==> src/rtl/mem_access_unit_if.sv <==
// Data-memory bus between mem_access_unit (master) and the data memory (slave).
// One beat completes in any cycle where mem_req and mem_ack are both high.
interface mem_access_unit_if #(
  parameter int AW = 32
) ();
  logic          mem_req;
  logic          mem_we;
  logic [AW-1:0] mem_addr;
  logic [3:0]    mem_be;
  logic [31:0]   mem_wdata;
  logic          mem_ack;
  logic [31:0]   mem_rdata;

  modport master (
    output mem_req, mem_we, mem_addr, mem_be, mem_wdata,
    input  mem_ack, mem_rdata
  );

  modport slave (
    input  mem_req, mem_we, mem_addr, mem_be, mem_wdata,
    output mem_ack, mem_rdata
  );
endinterface

==> src/rtl/mem_access_unit.sv <==
// mem_access_unit: executes pipeline loads/stores over a 32-bit handshaked
// data-memory bus. Doublewords take two beats; byte lanes are steered and
// load data is sign/zero-extended to 64 bits. The core is stalled until done.
//
// Optional build macro: LSU_MISALIGN_TRAP_EN
//   defined   -> misaligned word/doubleword accesses skip the bus and pulse
//                misalign together with done (rdata untouched)
//   undefined -> low address bits are ignored, misalign is tied to 0
//
// state | meaning
// ------+---------------------------------------------------------------
// IDLE  | waiting for an access; stall asserted combinationally if one shows up
// BEAT0 | first (or only) bus beat outstanding
// BEAT1 | upper word of a doubleword outstanding
// DONE  | one-cycle completion, done=1, no new access accepted
module mem_access_unit #(
  parameter int AW = 32
) (
  input  logic          clk,
  input  logic          reset,
  input  logic [1:0]    memwrite,
  input  logic          memread,
  input  logic [2:0]    readtype,
  input  logic [AW-1:0] addr,
  input  logic [63:0]   wdata,
  output logic          stall,
  output logic          done,
  output logic [63:0]   rdata,
  output logic          misalign,
  mem_access_unit_if.master bus
);

  typedef enum logic [1:0] {IDLE, BEAT0, BEAT1, DONE} state_t;
  typedef enum logic [1:0] {SZ_WORD, SZ_BYTE, SZ_DWORD} size_t;

  state_t state_q, state_d;

  logic        access;
  logic        acc_write;
  size_t       acc_size;
  logic        acc_unsigned;
  logic        acc_misaligned;
  logic        beat_ack;

  logic        write_q;
  size_t       size_q;
  logic        unsigned_q;
  logic [1:0]  lane_q;
  logic [31:0] wdata_hi_q;
  logic [31:0] lo_q;
  logic [63:0] load_ext;
  logic [7:0]  byte_sel;

  // Decode the incoming memory controls; a store takes priority over a load.
  always_comb begin
    access       = memread | (memwrite != 2'b00);
    acc_write    = (memwrite != 2'b00);
    acc_size     = SZ_WORD;
    acc_unsigned = 1'b0;
    if (acc_write) begin
      case (memwrite)
        2'b10:   acc_size = SZ_BYTE;
        2'b11:   acc_size = SZ_DWORD;
        default: acc_size = SZ_WORD;
      endcase
    end else begin
      case (readtype)
        3'b001: acc_unsigned = 1'b1;
        3'b010: acc_size = SZ_BYTE;
        3'b011: begin
          acc_size     = SZ_BYTE;
          acc_unsigned = 1'b1;
        end
        3'b100: acc_size = SZ_DWORD;
        default: begin
          acc_size     = SZ_WORD;
          acc_unsigned = 1'b0;
        end
      endcase
    end
`ifdef LSU_MISALIGN_TRAP_EN
    acc_misaligned = ((acc_size == SZ_WORD)  && (addr[1:0] != 2'b00)) ||
                     ((acc_size == SZ_DWORD) && (addr[2:0] != 3'b000));
`else
    acc_misaligned = 1'b0;
`endif
  end

  // A beat only counts while a request is actually outstanding.
  assign beat_ack = bus.mem_req & bus.mem_ack;

  // State register.
  always_ff @(posedge clk or posedge reset) begin
    if (reset) state_q <= IDLE;
    else       state_q <= state_d;
  end

  // Next-state logic plus the core-facing handshake outputs.
  always_comb begin
    state_d = state_q;
    stall   = 1'b0;
    done    = 1'b0;
    case (state_q)
      IDLE: begin
        if (access) begin
          state_d = acc_misaligned ? DONE : BEAT0;
          stall   = 1'b1;
        end
      end
      BEAT0: begin
        stall = 1'b1;
        if (beat_ack) state_d = (size_q == SZ_DWORD) ? BEAT1 : DONE;
      end
      BEAT1: begin
        stall = 1'b1;
        if (beat_ack) state_d = DONE;
      end
      DONE: begin
        done    = 1'b1;
        state_d = IDLE;
      end
      default: state_d = IDLE;
    endcase
    // The IDLE term depends on live inputs, so keep stall low through reset.
    if (reset) stall = 1'b0;
  end

  // Capture access attributes on acceptance; they steer the beats and the result.
  always_ff @(posedge clk or posedge reset) begin
    if (reset) begin
      write_q    <= 1'b0;
      size_q     <= SZ_WORD;
      unsigned_q <= 1'b0;
      lane_q     <= 2'b00;
      wdata_hi_q <= 32'h0;
    end else if ((state_q == IDLE) && access) begin
      write_q    <= acc_write;
      size_q     <= acc_size;
      unsigned_q <= acc_unsigned;
      lane_q     <= addr[1:0];
      wdata_hi_q <= wdata[63:32];
    end
  end

  // Registered bus outputs: held stable until ack, second beat follows the first ack.
  always_ff @(posedge clk or posedge reset) begin
    if (reset) begin
      bus.mem_req   <= 1'b0;
      bus.mem_we    <= 1'b0;
      bus.mem_addr  <= '0;
      bus.mem_be    <= 4'b0000;
      bus.mem_wdata <= 32'h0;
    end else begin
      case (state_q)
        IDLE: begin
          if (access && !acc_misaligned) begin
            bus.mem_req  <= 1'b1;
            bus.mem_we   <= acc_write;
            bus.mem_addr <= {addr[AW-1:2], 2'b00};
            if (acc_write && (acc_size == SZ_BYTE)) begin
              bus.mem_be    <= 4'b0001 << addr[1:0];
              bus.mem_wdata <= {4{wdata[7:0]}};
            end else begin
              bus.mem_be    <= 4'b1111;
              bus.mem_wdata <= acc_write ? wdata[31:0] : 32'h0;
            end
          end
        end
        BEAT0: begin
          if (beat_ack) begin
            if (size_q == SZ_DWORD) begin
              bus.mem_addr  <= bus.mem_addr + AW'(4);
              bus.mem_wdata <= write_q ? wdata_hi_q : 32'h0;
            end else begin
              bus.mem_req <= 1'b0;
            end
          end
        end
        BEAT1: begin
          if (beat_ack) bus.mem_req <= 1'b0;
        end
        default: ;
      endcase
    end
  end

  // Lane select and extension of a single-beat load.
  always_comb begin
    load_ext = 64'h0;
    case (lane_q)
      2'd0:    byte_sel = bus.mem_rdata[7:0];
      2'd1:    byte_sel = bus.mem_rdata[15:8];
      2'd2:    byte_sel = bus.mem_rdata[23:16];
      default: byte_sel = bus.mem_rdata[31:24];
    endcase
    if (size_q == SZ_BYTE) begin
      load_ext = unsigned_q ? {56'h0, byte_sel} : {{56{byte_sel[7]}}, byte_sel};
    end else begin
      load_ext = unsigned_q ? {32'h0, bus.mem_rdata}
                            : {{32{bus.mem_rdata[31]}}, bus.mem_rdata};
    end
  end

  // Load result: updated only by the final beat of a load, so stores leave it alone.
  always_ff @(posedge clk or posedge reset) begin
    if (reset) begin
      rdata <= 64'h0;
      lo_q  <= 32'h0;
    end else if (beat_ack && !write_q) begin
      if ((state_q == BEAT0) && (size_q == SZ_DWORD)) lo_q <= bus.mem_rdata;
      else if (state_q == BEAT1)                        rdata <= {bus.mem_rdata, lo_q};
      else                                              rdata <= load_ext;
    end
  end

`ifdef LSU_MISALIGN_TRAP_EN
  // The trap pulse lines up with the DONE cycle that directly follows IDLE.
  always_ff @(posedge clk or posedge reset) begin
    if (reset) misalign <= 1'b0;
    else       misalign <= (state_q == IDLE) && access && acc_misaligned;
  end
`else
  assign misalign = 1'b0;
`endif

endmodule

==> src/flat_wrapper.sv <==
// flat-port wrapper written by rule: the top's interface ports become plain ports
module mem_access_unit_flat 
#(
  parameter int AW = 32
)
  (clk, reset, memwrite, memread, readtype, addr, wdata, stall, done, rdata, misalign, bus_mem_req, bus_mem_we, bus_mem_addr, bus_mem_be, bus_mem_wdata, bus_mem_ack, bus_mem_rdata);
  mem_access_unit_if #(.AW(AW)) bus_i ();
  input  logic clk;
  input  logic reset;
  input  logic [1:0] memwrite;
  input  logic memread;
  input  logic [2:0] readtype;
  input  logic [AW-1:0] addr;
  input  logic [63:0] wdata;
  output logic stall;
  output logic done;
  output logic [63:0] rdata;
  output logic misalign;
  output wire logic [$bits(bus_i.mem_req)-1:0] bus_mem_req;
  output wire logic [$bits(bus_i.mem_we)-1:0] bus_mem_we;
  output wire logic [$bits(bus_i.mem_addr)-1:0] bus_mem_addr;
  output wire logic [$bits(bus_i.mem_be)-1:0] bus_mem_be;
  output wire logic [$bits(bus_i.mem_wdata)-1:0] bus_mem_wdata;
  input wire logic [$bits(bus_i.mem_ack)-1:0] bus_mem_ack;
  input wire logic [$bits(bus_i.mem_rdata)-1:0] bus_mem_rdata;
  assign bus_mem_req = bus_i.mem_req;
  assign bus_mem_we = bus_i.mem_we;
  assign bus_mem_addr = bus_i.mem_addr;
  assign bus_mem_be = bus_i.mem_be;
  assign bus_mem_wdata = bus_i.mem_wdata;
  assign bus_i.mem_ack = bus_mem_ack;
  assign bus_i.mem_rdata = bus_mem_rdata;
  mem_access_unit #(.AW(AW)) u_core (.clk(clk), .reset(reset), .memwrite(memwrite), .memread(memread), .readtype(readtype), .addr(addr), .wdata(wdata), .stall(stall), .done(done), .rdata(rdata), .misalign(misalign), .bus(bus_i));
endmodule
==> config.mk <==
export PLATFORM = sky130hd
export DESIGN_NAME = mem_access_unit_flat
export DESIGN_NICKNAME = d
export VERILOG_FILES = /design/src/rtl/mem_access_unit_if.sv /design/src/rtl/mem_access_unit.sv /design/src/flat_wrapper.sv
export SDC_FILE = /design/constraint.sdc
export NUM_CORES = 1
export LEC_CHECK = 0
export CORE_MARGIN = 8
export CORE_UTILIZATION = 35
export CTS_CLUSTER_SIZE = 20
export DETAILED_ROUTE_END_ITERATION = 6
export GPL_TIMING_DRIVEN = 0
export PLACE_DENSITY = 0.64
export SETUP_SLACK_MARGIN = 0.3
export SYNTH_ARGS = -nofsm -noshare
export SYNTH_HDL_FRONTEND = slang
export SYNTH_SLANG_ARGS = --single-unit
==> constraint.sdc <==
create_clock -name clk -period 10.18 [get_ports clk]
set_clock_uncertainty 0.2 [all_clocks]
set_input_delay 1.018 -clock clk [delete_from_list [all_inputs] [get_ports clk]]
set_output_delay 1.018 -clock clk [all_outputs]
set_load 0.005 [all_outputs]
==> impl_metrics.tcl <==
set metrics [dict create \
    rsz0062_at_grt "no" \
    drt_wl_total_mm 36.8 \
    syn_inst 1031 \
    drive_gt1_frac 0.0983 \
    grt_pass1_vias 9387 \
    clockBufferDepth 3 \
    syn_area_um2 9890 \
    total_power_mw 4.26 \
    hold_buffers 0 \
    wl_met3_mm 3.55 \
    powerDensity_nw_per_um2 307 \
    core-area_um2 27800 \
    slew_viol_final 0 \
    status "complete, no violations" \
    cp.arrival_ns 3.02 \
    clk_pin_slew_ns 0.06 \
    r2r_slack_ns 7.21 \
    postCtsSetupRepairBufs 0 \
    syn_area_per_cell_um2 9.59 \
    end_kind "output port" \
    reg2reg_depth 8 \
    cts_buffers 24 \
    top_layer_used "met5" \
    finalSetupTns_ns 0 \
    num_antenna_cells 0 \
    r2r-end "u_core.bus.mem_wdata[4]$_DFFE_PP0P_" \
    maxCapViolations 0 \
    cpLargestDelayFamily "buffers and inverters" \
    yosys_warnings 0 \
    synth_edf_count 0 \
    critical_path_buf_inv_count 3 \
    ys_async_sr_fraction 1.00 \
    die_area_um2 33900 \
    cts_max_level 1 \
    final_common_cell "clkdlybuf4s50_1" \
    max-vdd-ir-drop_uv 139 \
    overflow 0 \
    min_period_over_period 0.417 \
    cp_slowest_stage_delay_ns 0.50 \
    wl_per_cell_um 21.4 \
    min_path_cells 1 \
    drt_iter0_markers 756 \
    layout.nets 1471 \
    worstMarginPinSlew_ns 0.865 \
    seq_area_frac_synth 0.514 \
    p_leak_nw 5.85 \
    crit_type "in2out" \
    ant_nets 0 \
    synth_ff_type "dfrtp_1" \
    synth_seq_cells 203 \
    place_hpwl_mm 27.3 \
    min_to "u_core.rdata[31]$_DFFE_PP0P_" \
    cts_resized 0 \
    final_cell_mix "268 x clkdlybuf4s50_1, 203 x dfrtp_1, 168 x nand2_1" \
    cp_common_cell "clkdlybuf4s50_1" \
    relSlewSlack 0.419 \
    drc_errors 0 \
    crit_fanout 10 \
    vias_per_cell 5.40 \
    min_period_ns 4.24 \
    worstReg2RegStart "u_core.state_q[1]$_DFFE_PP0P_" \
    grt_pass1_wl_mm 56.5 \
    io_pins 274 \
    gp_congestion 0.893 \
    crit_required_ns 8.96 \
    hold_viol_final 0 \
    fp.dieH_um 184 \
    min_from "u_core.rdata[31]$_DFFE_PP0P_" \
    antenna_found_initial 8 \
    grt_usage 0.213 \
    cts_sinks 203 \
    clock-root-buffer "clkbuf_16" \
    synth_cell_types 68 \
    fmax_mhz 236 \
    worstSkewPairLatency_ns 0.52 \
    worst_path_max_delay_cell "o31ai_2" \
    area_growth_pct 40.1 \
    num_vias 9286 \
    min_path_type "reg2reg" \
    path_cells "clkdlybuf4s50_1 > o31ai_2 > buf_2 > a211oi_1 > clkdlybuf4s50_1" \
    tritoncts "built" \
    die_w_um 184 \
    grt_max_degree 108 \
    finalSetupViolCount 0 \
    portBuffers 268 \
    row_count 61 \
    met2_length_mm 16.8 \
    drt_pass1_iterations 5 \
    start_util 0.356 \
    m1WireLength_mm 15.6 \
    start_kind "input port" \
]
[layout make-up]
| cell class | count | area [um^2] |
|---|---|---|
| plain buffers | 78 | 357 |
| clock buffers | 34 | 699 |
| clock inverters | 7 | 63.8 |
| fillers | 2657 | 13900 |
| inverters | 38 | 150 |
| multi-input cells | 714 | 4310 |
| flip-flops and latches | 203 | 5080 |
| well taps | 378 | 473 |
| repair buffers | 269 | 2710 |
[cell families (layout without fill, tap and decap cells)]
| family | after synthesis | after routing | synth area share |
|---|---|---|---|
| adders and majority gates | 6 | 6 | 0.00759 |
| other | 1 | 3 | 0.000379 |
| muxes | 54 | 54 | 0.0642 |
| DFF | 203 | 203 | 0.514 |
| buffers and inverters | 116 | 426 | 0.0505 |
| and+or+nand+nor | 333 | 333 | 0.157 |
| AOI/OAI and AO/OA | 318 | 318 | 0.207 |
[Yosys cell counts (8+ instances only)]
cell type | instances | area (um^2)
a221oi_1 | 32 | 280
nand3_1 | 16 | 80.1
nand4_1 | 12 | 75.1
dfrtp_1 | 203 | 5080
a31oi_1 | 27 | 169
nor3_1 | 9 | 45.0
o21ai_0 | 75 | 375
buf_4 | 11 | 82.6
a21o_1 | 25 | 188
a21oi_1 | 87 | 435
buf_2 | 18 | 90.1
nor2_1 | 77 | 289
clkbuf_1 | 42 | 158
mux2_2 | 45 | 507
and3_1 | 8 | 50.1
nand2_1 | 168 | 631
a22oi_1 | 12 | 90.1
inv_1 | 38 | 143
[metrics by stage]
stage                     std cells  setup slack (ns)  area, um^2  hold WS [ns]  utilization
after floorplan                1033              3.42        9890         0.271            -
after global placement         1679             0.310       13000         0.260        0.470
after detailed placement       1680              5.94       13100         0.266        0.471
after CTS                      1721              5.92       13800         0.280        0.498
after global routing           1721              5.87       13800         0.297        0.498
final                          1721              5.94       13800         0.276        0.498
[worst reg2reg max path, cell delays in order (launching register included)]
cell and delay, ns:
dfrtp_1 0.43, inv_1 0.12, ha_1 0.29, nand3b_1 0.28, nand2_1 0.36, nand2_1 0.31
clkbuf_1 0.36, a221oi_1 0.41, nor2_1 0.08
[registers in the layout, summed over array words and instances, names as in the netlist]
name	cells
u_core.bus.mem_addr	30
u_core.state_q	2
u_core.write_q	1
u_core.wdata_hi_q	32
u_core.lane_q	2
u_core.lo_q	32
u_core.rdata	64
u_core.bus.mem_req	1
u_core.bus.mem_wdata	32
u_core.size_q	2
u_core.bus.mem_be	4
u_core.unsigned_q	1
[metal layers]
| metal | vias up | global-route usage |
|---|---|---|
| met5 | - | 0 |
| met1 | 4549 | 0.274 |
| met3 | 59 | 0.0702 |
| met4 | 14 | 0.0520 |
| met2 | 400 | 0.340 |
| li1 | 4264 | - |
[how the worst max path moves through the flow]
| stage | to | slack, ns | startpoint | depth (start not counted) |
|---|---|---|---|---|
| after floorplan | u_core.bus.mem_addr[10]$_DFFE_PP0P_ | 3.42 | reset | 1 |
| after global placement | u_core.bus.mem_wdata[13]$_DFFE_PP0P_ | 0.31 | reset | 2 |
| after detailed placement | stall | 5.94 | memread | 5 |
| after CTS | stall | 5.92 | memread | 5 |
| after global routing | stall | 5.87 | memread | 5 |
| final | stall | 5.94 | memread | 5 |
[report_power, final]
part / leakage (nW) / internal (mW) / switching [mW] / total (mW)
logic: 3.12 / 0.963 / 1.01 / 1.97
clock network: 0.381 / 0.501 / 0.349 / 0.849
registers: 2.35 / 1.18 / 0.260 / 1.44
Note: power is estimated with default switching activity, not from simulation.
==> edit 1 (same flow settings) <==
`AW` is set to 32 in 3 places; all go to 64.
--- a/src/rtl/mem_access_unit_if.sv
+++ b/src/rtl/mem_access_unit_if.sv
@@ -2,5 +2,5 @@
 // One beat completes in any cycle where mem_req and mem_ack are both high.
 interface mem_access_unit_if #(
-  parameter int AW = 32
+  parameter int AW = 64
 ) ();
   logic          mem_req;
--- a/src/rtl/mem_access_unit.sv
+++ b/src/rtl/mem_access_unit.sv
@@ -15,5 +15,5 @@
 // DONE  | one-cycle completion, done=1, no new access accepted
 module mem_access_unit #(
-  parameter int AW = 32
+  parameter int AW = 64
 ) (
   input  logic          clk,
--- a/src/flat_wrapper.sv
+++ b/src/flat_wrapper.sv
@@ -2,5 +2,5 @@
 module mem_access_unit_flat 
 #(
-  parameter int AW = 32
+  parameter int AW = 64
 )
   (clk, reset, memwrite, memread, readtype, addr, wdata, stall, done, rdata, misalign, bus_mem_req, bus_mem_we, bus_mem_addr, bus_mem_be, bus_mem_wdata, bus_mem_ack, bus_mem_rdata);
Ports: changed (resized addr and bus_mem_addr); port bits go from 274 to 338. The function was not compared with the original's and may differ.
==> edit 1 against the unedited design <==
Core utilization decreased by 0.10 points. Critical path depth is 2 higher. Final area is 20% higher. Synthesized area up 20%. Sequential power grew 22%. Routed wire length is 25% higher. Register-to-register slack got worse by 0.45 ns. Sequential cell count up 32. Total power rose by 26%. Setup slack got worse by 0.61 ns.
==> edit 1: results (changes against the unedited design) <==
{| class="wikitable"
! Metric !! Value
|-
| Tightest hold margin || 0.279 ns (+0.00239 ns)
|-
| Share of post-route cells with drive strength above 1 || 9.79% (-0.042 points)
|-
| Hold Path Origin || u_core.bus.mem_wdata[19]
|-
| Non-filler instance count after layout || 2,095 (+22%)
|-
| Register-to-register path setup slack || 6.76 ns (-0.45 ns)
|-
| Global-route track usage on met3 || 6.34% (-0.67 points)
|-
| Final critical path time including I/O delays and setup || 4.85 ns (+0.611 ns)
|-
| Synthesized-area fraction occupied by ao, oa, aoi and oai cells || 19.3% (-1.4 points)
|-
| Latest clock arrival within the worst-skew pair || 0.54 ns (+0.02 ns)
|-
| Routed length on met3 || 3640 um (+2.6%)
|-
| First-pass GRT wire length || 71,500 um (+27%)
|-
| Grt met1 use || 28.0% (+0.61 points)
|-
| Hold Path Depth || 2 (+1)
|-
| Met1 routed wirelength after detailed routing || 19,300 um (+23%)
|-
| Pre-CTS setup slack || 5.37 ns (-0.567 ns)
|-
| HPWL Detailed || 34,900 um (+28%)
|-
| Routed wire length on met2 || 21,700 um (+29%)
|-
| Met2 usage in global routing || 36.2% (+2.1 points)
|-
| Initial antenna violation count || 6 (-2)
|-
| Post-synthesis adder-cell area fraction || 0.633% (-0.13 points)
|-
| Worst IR drop on VDD || 0.000164 V (+18%)
|-
| Via count of the first global-routing pass || 11,800 (+26%)
|-
| Iteration-0 DRC Markers || 821 (+8.6%)
|-
| Syn Inst Count || 1,262 (+22%)
|-
| Final-stage net count || 1,803 (+23%)
|-
| Top cells by area in the synthesized netlist || sky130_fd_sc_hd__dfrtp_1 (50%), sky130_fd_sc_hd__mux2_2 (6.3%), sky130_fd_sc_hd__a21oi_1 (5.9%)
|-
| Leakage power summed over all cells || 6.71 nW (+15%)
|-
| Worst setup path startpoint || memwrite[1]
|-
| Terminating pin of the worst hold path || u_core.bus.mem_wdata[19]
|-
| Capture point of the worst reg-to-reg path || u_core.bus.mem_addr[42]
|-
| Sequential fraction of the synthesis area || 49.6% (-1.8 points)
|-
| Cts bufs inserted || 27 (+13%)
|-
| Multiplexer share of the synthesized area || 8.69% (+2.3 points)
|-
| Number of inserted filler cells in the final layout || 3,168 (+19%)
|-
| Pin count of the biggest net entering global routing || 123 (+14%)
|-
| Instance area at placement || 15,800 um2 (+21%)
|-
| Int Pwr || 0.00317 W (+20%)
|-
| Placer Congestion || 0.926 (+3.7%)
|-
| Register-to-Register Path Depth || 7 (-1)
|-
| Status || finished clean
|-
| Routed WL per cell || 22.0 um (+2.7%)
|}
-- edit 1: changes by cell type in the layout (fill, tap and decap cells not counted), sizes merged, moves of 16 or more --
| cell | delta |
|---|---|
| mux2 | +23 |
| clkdlybuf4s50 | +66 |
| nand2 | +18 |
| dfrtp | +32 |
| nand3 | +30 |
| o22ai | +37 |
| clkbuf | +29 |
| o21ai | +34 |
| mux2i | +16 |
| a21o | -24 |
| a21oi | +51 |
| a221oi | -24 |
| inv | -26 |
-- edit 1: worst max-delay path, stage by stage --
cell                              delay [ns]
sky130_fd_sc_hd__clkdlybuf4s50_1        0.52
sky130_fd_sc_hd__or2_2                  0.39
sky130_fd_sc_hd__o21ai_0                0.38
sky130_fd_sc_hd__buf_2                  0.36
sky130_fd_sc_hd__buf_2                  0.35
sky130_fd_sc_hd__a211oi_1               0.13
sky130_fd_sc_hd__clkdlybuf4s50_1        0.48
-- edit 1: cells by family (layout without fill, tap and decap cells) --
logic type	after synthesis	in the layout
buffers and inverters	105	486
AO/OA/AOI/OAI	393	393
AND/OR/NAND/NOR	430	430
multiplexers	92	92
flip-flops	235	235
other	1	5
adder cells (fa/ha/maj)	6	6
-- edit 1: layout make-up --
class	count	area share (%)
plain buffers	94	2.61
clock inverters	6	0.203
flip-flops and latches	235	35.3
diodes	2	0.0301
inverters	11	0.293
repair buffers	335	20.3
well taps	448	3.37
clock buffers	40	4.72
multi-input cells	924	33.2
-- edit 1: power groups by stage --
stage	logic (W)	registers, W	clock network, W
after floorplan	0.00140	0.00170	0
after global placement	0.00265	0.00175	0
after detailed placement	0.00269	0.00176	0
after CTS	0.00270	0.00175	0.000939
after global routing	0.00294	0.00183	0.000977
final	0.00268	0.00176	0.000918
==> edit 2 (config.mk and constraints unchanged) <==
Made on the original files. Re-encode `state_t` (4 states) as one-hot, 4 bits wide.
--- a/src/rtl/mem_access_unit.sv
+++ b/src/rtl/mem_access_unit.sv
@@ -31,5 +31,5 @@
 );
 
-  typedef enum logic [1:0] {IDLE, BEAT0, BEAT1, DONE} state_t;
+  typedef enum logic [3:0] {IDLE = 4'b0001, BEAT0 = 4'b0010, BEAT1 = 4'b0100, DONE = 4'b1000} state_t;
   typedef enum logic [1:0] {SZ_WORD, SZ_BYTE, SZ_DWORD} size_t;
 
Function: same outputs for any inputs over 4 cycles, from zero or initial values and one cycle with reset high; so few cycles prove little.
==> edit 2 against the unedited design <==
Synthesized area down 1.1%. Final area about the same. First-iteration DRC count down 4.1%. Count of clock-buffer cells in the layout down 3. Total power down 1.2%. Setup slack worse by 0.53 ns. Global-route usage up 0.15 points. Routed wire length up 1.0%. Sequential cell count up 2. Critical path type unchanged.
==> edit 2: results (changes against the unedited design) <==
{| class="wikitable"
! Metric !! Value
|-
| Status || finished clean
|-
| Peak per-stage delay on the critical path || 0.72 ns (+0.22 ns)
|-
| Combined global-route utilization of all metal layers || 21.4% (+0.15 points)
|-
| Final-stage net count || 1,531 (+4.1%)
|-
| Global-route track usage on met3 || 6.19% (-0.82 points)
|-
| Hold Path Origin || u_core.wdata_hi_q[0]
|-
| Launch instance of the worst register-to-register path || u_core.state_q[3]
|-
| Clock buf count || 31 (-8.8%)
|-
| Routed wire length on met2 || 17,200 um (+1.9%)
|-
| Number of signal-net inverters in the final layout || 5 (-87%)
|-
| Cts bufs inserted || 25 (+4.2%)
|-
| Terminating pin of the worst hold path || u_core.wdata_hi_q[0]
|-
| Comb_multi_in || 799 (+12%)
|-
| Total length of routed wires || 37,200 um (+1.0%)
|-
| Via count of the first global-routing pass || 9,667 (+3.0%)
|-
| List of most frequent post-synthesis cells || sky130_fd_sc_hd__nand2_1 (271), sky130_fd_sc_hd__dfrtp_1 (204), sky130_fd_sc_hd__a21oi_1 (88)
|-
| HPWL Detailed || 27,500 um (+0.56%)
|-
| Share of post-route cells with drive strength above 1 || 7.87% (-2.0 points)
|-
| Storage cell area || 5130 um2 (+1.0%)
|-
| Non-filler instance count after layout || 1,789 (+4.0%)
|-
| Leakage power summed over all cells || 5.86 nW (+0.32%)
|-
| Register bank with the most flops || u_core.rdata
|-
| Routed length on met3 || 3400 um (-4.2%)
|-
| Worst IR drop on VDD || 0.000122 V (-12%)
|-
| Sequential fraction of the synthesis area || 52.5% (+1.1 points)
|-
| Ant diodes || 1 (+1)
|-
| Register-to-register path setup slack || 7.28 ns (+0.07 ns)
|-
| Capture point of the worst reg-to-reg path || u_core.bus.mem_wdata[11]
|-
| First-pass GRT wire length || 57,000 um (+0.99%)
|-
| Placer Congestion || 0.915 (+2.5%)
|-
| Slowest cell on crit path || sky130_fd_sc_hd__nor3_1
|-
| Hold Path Depth || 2 (+1)
|-
| Register-to-Register Path Depth || 6 (-2)
|-
| Fraction of area in multi-input gates || 30.8% (-0.31 points)
|-
| Number of inserted filler cells in the final layout || 2,658 (+0.038%)
|-
| Initial antenna violation count || 5 (-3)
|-
| CTS sink cnt || 205 (+0.99%)
|-
| Clock network contribution to total cell area || 6.18% (+0.67 points)
|-
| Number of unique standard cell types used by synthesis || 58 (-15%)
|-
| Grt met1 use || 27.8% (+0.39 points)
|-
| Port Buffers || 270 (+0.75%)
|-
| Buffers, non-clock || 357 (+2.9%)
|-
| Worst setup path startpoint || memwrite[1]
|-
| Iteration-0 DRC Markers || 725 (-4.1%)
|-
| Met1 routed wirelength after detailed routing || 15,600 um (+0.21%)
|-
| Signal buffers share of area || 22.3% (+0.17 points)
|-
| Pin count of the biggest net entering global routing || 110 (+1.9%)
|-
| Worst path arrival time || 3.55 ns (+0.53 ns)
|-
| Crit path max-delay family || simple AND/OR/NAND/NOR gates
|-
| Syn avg cell area || 8.94 um2 (-6.7%)
|-
| First-pass detailed-route iteration total || 6 (+1)
|-
| Overall via count from detail_route || 9,692 (+4.4%)
|}
-- edit 2: per-stage QoR --
step           util [%]  area, um2  hold WS (ns)  worst slack [ns]
2_1_floorplan         -       9780         0.245              3.37
3_3_place_gp       46.9      13000         0.258             0.345
3_5_place_dp       47.0      13000         0.262              5.41
4_1_cts            50.1      13900         0.278              5.40
5_1_grt            50.1      13900         0.295              5.21
6_report           50.1      13900         0.278              5.41
-- edit 2: power by group --
group / internal (W) / switching, W
combinational: 0.000867 / 0.000991
clock: 0.000562 / 0.000361
sequential: 0.00116 / 0.000265
-- edit 2: cells by family (layout without fill, tap and decap cells) --
group / Yosys count / after routing / share of synthesized area, %
muxes: 42 / 42 / 5.04
buffers and inverters: 91 / 406 / 3.89
DFF: 205 / 205 / 52.5
AOI/OAI and AO/OA: 285 / 285 / 17.0
other: 1 / 4 / 0.0384
and+or+nand+nor: 468 / 468 / 21.4
adders and majority gates: 1 / 1 / 0.128
